## config.mk

```make
export PLATFORM = sky130hd
export DESIGN_NAME = wishbone_arbiter
export DESIGN_NICKNAME = d
export VERILOG_FILES = /design/src/rtl/wishbone_arbiter.sv
export SDC_FILE = /design/constraint.sdc
export NUM_CORES = 1
export LEC_CHECK = 0
export BUFFER_PORTS_ARGS = -buffer_cell sky130_fd_sc_hd__buf_2
export CORE_AREA = 2 2 124 126
export DETAILED_ROUTE_END_ITERATION = 7
export DIE_AREA = 0 0 126 128
export GPL_ROUTABILITY_DRIVEN = 0
export GPL_TIMING_DRIVEN = 0
export PLACE_DENSITY_LB_ADDON = 0.25
export SETUP_SLACK_MARGIN = 0.1
export SLEW_MARGIN = 20
export SYNTH_ARGS = -nofsm -noshare
export SYNTH_HDL_FRONTEND = slang
export SYNTH_SLANG_ARGS = --single-unit
```

## constraint.sdc

```tcl
create_clock -name clk -period 2.7 [get_ports clk]
set_input_delay 0.405 -clock clk [delete_from_list [all_inputs] [get_ports clk]]
set_output_delay 0.405 -clock clk [all_outputs]
set_load 0.02 [all_outputs]
```

## src/rtl/wishbone_arbiter.sv

```systemverilog
// Two-master / one-slave Wishbone arbiter with round-robin tie break,
// grant held until ack or abandon, and a per-grant slave watchdog.
//
// Ports:
//   clk, rst              clock (rising edge), async active-high reset
//   m0_*_i / m1_*_i       master requests (addr, data, cyc, stb, we, sel)
//   m0_*_o / m1_*_o       read data and ack back to each master
//   s_*_o / s_*_i         shared slave bus (muxed request, read data, ack)
//   grant_o               one-hot grant: 01=m0, 10=m1, 00=none
//   timeout_o             one-cycle pulse when the watchdog ends a cycle
module wishbone_arbiter #(
    parameter int ADDR_W  = 32,
    parameter int DATA_W  = 32,
    parameter int TIMEOUT = 255,
    parameter int TO_W    = 8
) (
    input  logic              clk,
    input  logic              rst,

    input  logic [ADDR_W-1:0] m0_addr_i,
    input  logic [DATA_W-1:0] m0_data_i,
    input  logic              m0_cyc_i,
    input  logic              m0_stb_i,
    input  logic              m0_we_i,
    input  logic [3:0]        m0_sel_i,
    output logic [DATA_W-1:0] m0_data_o,
    output logic              m0_ack_o,

    input  logic [ADDR_W-1:0] m1_addr_i,
    input  logic [DATA_W-1:0] m1_data_i,
    input  logic              m1_cyc_i,
    input  logic              m1_stb_i,
    input  logic              m1_we_i,
    input  logic [3:0]        m1_sel_i,
    output logic [DATA_W-1:0] m1_data_o,
    output logic              m1_ack_o,

    output logic [ADDR_W-1:0] s_addr_o,
    output logic [DATA_W-1:0] s_data_o,
    output logic [3:0]        s_sel_o,
    output logic              s_we_o,
    output logic              s_cyc_o,
    output logic              s_stb_o,
    input  logic [DATA_W-1:0] s_data_i,
    input  logic              s_ack_i,

    output logic [1:0]        grant_o,
    output logic              timeout_o
);

    typedef enum logic [1:0] {
        IDLE = 2'd0,
        GNT0 = 2'd1,
        GNT1 = 2'd2
    } state_e;

    localparam logic [TO_W-1:0] TO_LIM = TO_W'(TIMEOUT);

    state_e          state_q, state_d;
    logic            last_q,  last_d;
    logic [TO_W-1:0] wd_q,    wd_d;

    logic req0, req1;
    logic gnt0, gnt1;
    logic own_cyc;
    logic to_hit;

    assign req0 = m0_cyc_i & m0_stb_i;
    assign req1 = m1_cyc_i & m1_stb_i;
    assign gnt0 = (state_q == GNT0);
    assign gnt1 = (state_q == GNT1);

    assign own_cyc = (gnt0 & m0_cyc_i) | (gnt1 & m1_cyc_i);

    // A real ack in the limit cycle wins; an abandoned cycle is not
    // reported as a timeout since the master no longer waits for it.
    assign to_hit = own_cyc & ~s_ack_i & (wd_q == TO_LIM);

    always_comb begin
        state_d = state_q;
        last_d  = last_q;
        wd_d    = wd_q;
        unique case (state_q)
            IDLE: begin
                // last_q==1 means m1 went last, so m0 wins a tie
                if (req0 && (!req1 || last_q)) begin
                    state_d = GNT0;
                    last_d  = 1'b0;
                    wd_d    = '0;
                end else if (req1) begin
                    state_d = GNT1;
                    last_d  = 1'b1;
                    wd_d    = '0;
                end
            end
            GNT0: begin
                if (s_ack_i || !m0_cyc_i || to_hit)
                    state_d = IDLE;
                else
                    wd_d = wd_q + 1'b1;
            end
            GNT1: begin
                if (s_ack_i || !m1_cyc_i || to_hit)
                    state_d = IDLE;
                else
                    wd_d = wd_q + 1'b1;
            end
            default: state_d = IDLE;
        endcase
    end

    always_ff @(posedge clk or posedge rst) begin
        if (rst) begin
            state_q <= IDLE;
            last_q  <= 1'b1;
            wd_q    <= '0;
        end else begin
            state_q <= state_d;
            last_q  <= last_d;
            wd_q    <= wd_d;
        end
    end

    always_comb begin
        s_addr_o  = '0;
        s_data_o  = '0;
        s_sel_o   = '0;
        s_we_o    = 1'b0;
        s_cyc_o   = 1'b0;
        s_stb_o   = 1'b0;
        m0_ack_o  = 1'b0;
        m1_ack_o  = 1'b0;
        m0_data_o = '0;
        m1_data_o = '0;
        if (gnt0) begin
            s_addr_o = m0_addr_i;
            s_data_o = m0_data_i;
            s_sel_o  = m0_sel_i;
            s_we_o   = m0_we_i;
            s_cyc_o  = m0_cyc_i & ~to_hit;
            s_stb_o  = m0_stb_i & ~to_hit;
            m0_ack_o = s_ack_i | to_hit;
        end else if (gnt1) begin
            s_addr_o = m1_addr_i;
            s_data_o = m1_data_i;
            s_sel_o  = m1_sel_i;
            s_we_o   = m1_we_i;
            s_cyc_o  = m1_cyc_i & ~to_hit;
            s_stb_o  = m1_stb_i & ~to_hit;
            m1_ack_o = s_ack_i | to_hit;
        end
        if (gnt0 || gnt1) begin
            m0_data_o = (gnt0 && to_hit) ? '0 : s_data_i;
            m1_data_o = (gnt1 && to_hit) ? '0 : s_data_i;
        end
    end

    assign grant_o   = {gnt1, gnt0};
    assign timeout_o = to_hit;

endmodule

```

==> Yosys cells after proc, flatten, opt, wreduce, memory -nomap -nowiden <==
Cells that the tools add are included.
{ "word_totals": {"ff_bits": 11, "out_inout_bits": 140, "wordCells": 75} }
{ "op_classes": {"add_sub_neg": 1, "eq_ne": 8, "n_mux": 31, "bitwise_logic": 14, "reduce_logical": 18} }
{ "ops": {"columns": ["operator", "count"], "rows": [
  ["$mux W32", 8],
  ["$mux W8", 4],
  ["$pmux W8 S3", 1],
  ["$mux W1", 11],
  ["$and A1 B1 Y1", 10],
  ["$add A8 B1 Y8 const B", 1],
  ["$eq A8 B8 Y1 const B", 1],
  ["$mux W2", 4],
  ["$mux W4", 2],
  ["$logic_or A1 B1 Y1", 6],
  ["$pmux W2 S3", 1],
  ["$ne A2 B1 Y1 const B", 2],
  ["$ne A2 B2 Y1 const B", 2],
  ["$reduce_and A4 Y1", 1],
  ["$logic_and A1 B1 Y1", 3],
  ["$logic_not A1 Y1", 3],
  ["$ne A3 B3 Y1 const B", 1],
  ["$reduce_and A3 Y1", 1],
  ["$reduce_bool A3 Y1", 1],
  ["$eq A2 B1 Y1 const B", 1],
  ["$eq A2 B2 Y1 const B", 1],
  ["$logic_not A2 Y1", 1],
  ["$not A1 Y1", 2],
  ["$or A1 B1 Y1", 2],
  ["2 further kinds", 2]
]} }

==> Depth between registers and ports, before layout <==
{ "logic_depth": {"ltp_word": 9, "depth_mapped": 8, "mapped_depth_nobuf": 7} }

==> Worst setup path after synthesis <==
OpenSTA, ideal clock, no wires.
{ "synth_timing": {"path_kind": "register to output", "from": "reg wd_q[0]", "to": "out m0_data_o[21]", "arrival_ns": 2.071, "slack_ns": 0.224, "path_stages_with_launch": 8, "path_buffers": 2, "cell_sequence": "dfrtp_1 ha_1 nand3_1 nor4_2 and2_1 clkbuf_1 buf_2 nor2_1"} }
{ "synth_between": {"elab_chain_cells": 5} }
{ "synth_rtl": {"columns": ["element", "line_no", "text"], "rows": [
  ["start: declaration", "61", "logic [TO_W-1:0] wd_q, wd_d;"],
  ["start signal: assignment", "120", "wd_q <= wd_d;"],
  ["$eq A8 B8 Y1", "77", "assign to_hit = own_cyc & ~s_ack_i & (wd_q == TO_LIM);"],
  ["$and A1 B1 Y1", "77", null],
  ["via timeout_o", "48", "output logic timeout_o"],
  ["$logic_and A1 B1 Y1", "153", "m0_data_o = (gnt0 && to_hit) ? '0 : s_data_i;"],
  ["$mux W32", "153", null],
  ["$mux W32", "152", "if (gnt0 || gnt1) begin"],
  ["end: declaration", "26", "output logic [DATA_W-1:0] m0_data_o,"]
]} }
The timed path passes the listed nets, and every way through them passes these cells.

==> Worst setup path after layout <==
{ "layout_timing": {"from": "reg state_q[1]", "to": "out m0_data_o[24]"} }
{ "layout_between": {"elab_chain_cells": 8, "elab_cells_between_ends": 11, "classes_between": "2 x eq/ne; 2 x mux; 5 x bitwise; 2 x reduce/logical"} }
{ "layout_rtl": {"columns": ["element", "line_no", "text"], "rows": [
  ["start: declaration", "59", "state_e state_q, state_d;"],
  ["start signal: assignment", "118", "state_q <= state_d;"],
  ["$eq A2 B1 Y1 (*)", "70", "assign gnt0 = (state_q == GNT0);"],
  ["via gnt0", "64", "logic gnt0, gnt1;"],
  ["$and A1 B1 Y1", "73", "assign own_cyc = (gnt0 & m0_cyc_i) | (gnt1 & m1_cyc_i);"],
  ["$or A1 B1 Y1", "73", null],
  ["$and A1 B1 Y1 (2 in series)", "77", null],
  ["$logic_and A1 B1 Y1", "153", null],
  ["$mux W32", "153", null],
  ["$mux W32 (*)", "152", null]
]} }
The timed path passes the listed nets; every way through them passes the cells marked *.

==> metrics <==
die width 126 µm; most common cell after layout, fill and taps aside buf_2; Synth Instances 282; Die Area 0.0161 mm²; clock latency on the worst-skew pair 0.24 ns; normalized max-slew margin 70.6%; H-Tree Depth 1; area growth from synthesis to layout 111%; Mapped Nets 463; Remaining Overflow, GRT 0; Core ar. 0.0149 mm²; Critical Path AT 2.13 ns; Die Height 128 µm; Critical-path top delay cell dfrtp_1; TNS Setup 0 ns; port bufs 316; first-pass GRT wire length 17600 µm; status finished, final reports clean; layout cells sized above 1 60.8%; routed wire length 12600 µm; post-synthesis sequential area ratio 14.6%; CP delay by family, top buffers and inverters; initial antenna violation count 0; router iterations before antenna repair 4; Fillers 1692; crit path to m0_data_o[24]; P_leak 2.51 nW; clk sink count 11; HPWL after DPL 10600 µm; r2r setup slk 0.19 ns; maxcap violations 0; Final Net Count 795; Final min period 2.54 ns; Final setup viols 0; Top FF cell, synth dfrtp_1; DRT iter0 DRCs 137; Worst Path Max Fanout 10; CP required 2.30 ns; final core utilization 26.8%; Cell Area, Synth 0.00189 mm²; initial core utilization 12.7%; synthesis warning total 0; Root Driver clkbuf_16; most frequent cells in the layout buf_2 (318), a22o_1 (68), nor2_1 (67), nand2_1 (42), buf_4 (17); DRC viols 0; Pwr Total 5.13 mW; number of enable flip-flop cells after synthesis 0; CP Launch Point state_q[1]; Longest Clk Path Bufs 2; worst r2r src state_q[0]; Hold Path Class in -> async; io pins 317; antenna viol nets, final 0; # hold bufs at CTS 0; number of diodes 0; drt via density 4.27; CTS Buf Count 3; Worst VDD drop 0.000516 V; FP Rows 45; area of the multi-input gates 0.00154 mm²; worst reg2reg path endpoint wd_q[7]; period utilisation layout 94.0%; CP cell instances inv_1 > ha_4 > a22oi_4 > nor4_4 > and2_4 > clkbuf_4 > buf_4 > nor2_1 > buf_2; WL/cell 15.7 µm; Final Hold Fails 0; FMAX 394 MHz; sequential cell area 277 µm²; vias in the first global route 3131; Worst Path Buf+Inv 4; Avg Synthesized Cell Area 6.72 µm²; asr flop ratio synth 100%; Slew @ Worst Pin 0.441 ns; TritonCTS clock tree built; Worst setup SP type register; FF+latch count, synth 11; synth unique cells 37; critical path type reg -> out; largest net degree at the start of global routing 12; max incr delay on CP 0.40 ns; RSZ-0062 raised after global routing true; Reg clk slew, reported paths 0.04 ns; CP endpoint kind primary output; Worst R2R Path Depth 10; Max Slew Vio Count 0; clock skew 0.00153 ns; GRT Total Usage 13.7%; WP depth 9; Vias 3424; pwr dens 1280 mW/mm²
[metrics by stage]
step	instances	worst slack, ns	cell area, µm²	hold WS [ns]
2_1_floorplan	282	0.224	1890	0.257
3_3_place_gp	786	-0.379	3710	0.426
3_5_place_dp	786	-0.363	3710	0.421
4_1_cts	793	0.0856	3890	0.168
5_1_grt	801	0.0587	3990	0.198
6_report	801	0.161	3990	0.159
[cell type report]
cell class | instances | area share (%)
buffer | 30 | 4.36
clock buffer | 3 | 1.88
clock inverter | 1 | 0.125
inverter | 4 | 0.376
multi-input combinational | 237 | 38.7
sequential | 11 | 6.93
tap | 188 | 5.90
timing repair buffer | 327 | 41.7
[state kept, by name, indices dropped and copies added, names as in the netlist]
signal   cells
last_q       1
state_q      2
wd_q         8
[where the power goes]
part | leakage [nW] | switching (mW) | total, mW | internal (mW)
Clock | 0.0409 | 0.0690 | 0.265 | 0.196
Combinational | 2.32 | 2.99 | 4.60 | 1.61
Sequential | 0.147 | 0.0470 | 0.263 | 0.216
[per-layer routing]
layer  GRT usage [%]  vias up  wire length, µm
met1            18.3     1541             5490
met3            2.00        2              967
met5               0        -                0
met2            24.1      187             6120
li1                -     1694                -
met4            1.55        0               27
[cells in the mapped netlist (2+ instances only)]
cell       n  area (µm²)
nor3_1     2        10.0
o31ai_1    6        45.0
o21ai_1    2        10.0
nand3_1    5        25.0
nor2_1    69         259
o21ai_0    7        35.0
buf_1      3        11.3
o21a_1     4        30.0
o41ai_2    2        32.5
nand2_1   42         158
dfrtp_1   10         250
clkbuf_1  22        82.6
nand3b_1   3        22.5
ha_1       4        50.1
nand2b_1   2        12.5
inv_1      3        11.3
nor4_2     2        25.0
a22o_1    68         596
a21oi_1    3        15.0
buf_2      3        15.0
buf_4      2        15.0
and2_1     3        18.8
[worst min path at each step]
stage	endpoint	slack [ns]	start	cells past startpoint
6_report	state_q[0]	0.16	rst	2
5_1_grt	state_q[0]	0.20	rst	2
4_1_cts	state_q[1]	0.17	rst	2
3_5_place_dp	state_q[0]	0.42	rst	2
3_3_place_gp	state_q[0]	0.43	rst	2
2_1_floorplan	state_q[0]	0.26	rst	1
[cell families (layout without fill, tap and decap cells)]
family | after synthesis | in the layout | synth area share [%]
AOI/OAI and AO/OA | 99 | 99 | 44.5
adders and majority gates | 4 | 4 | 2.64
buffers and inverters | 34 | 365 | 7.33
DFF | 11 | 11 | 14.6
and+or+nand+nor | 134 | 134 | 31.0
[repair_timing]
item	CTS	global route
gates resized for setup	27	25
pin swaps	2	2
setup buffers	3	8
endpoints found under the setup margin	137	102
cloned	0	0
(Power assumes the default switching activity.)
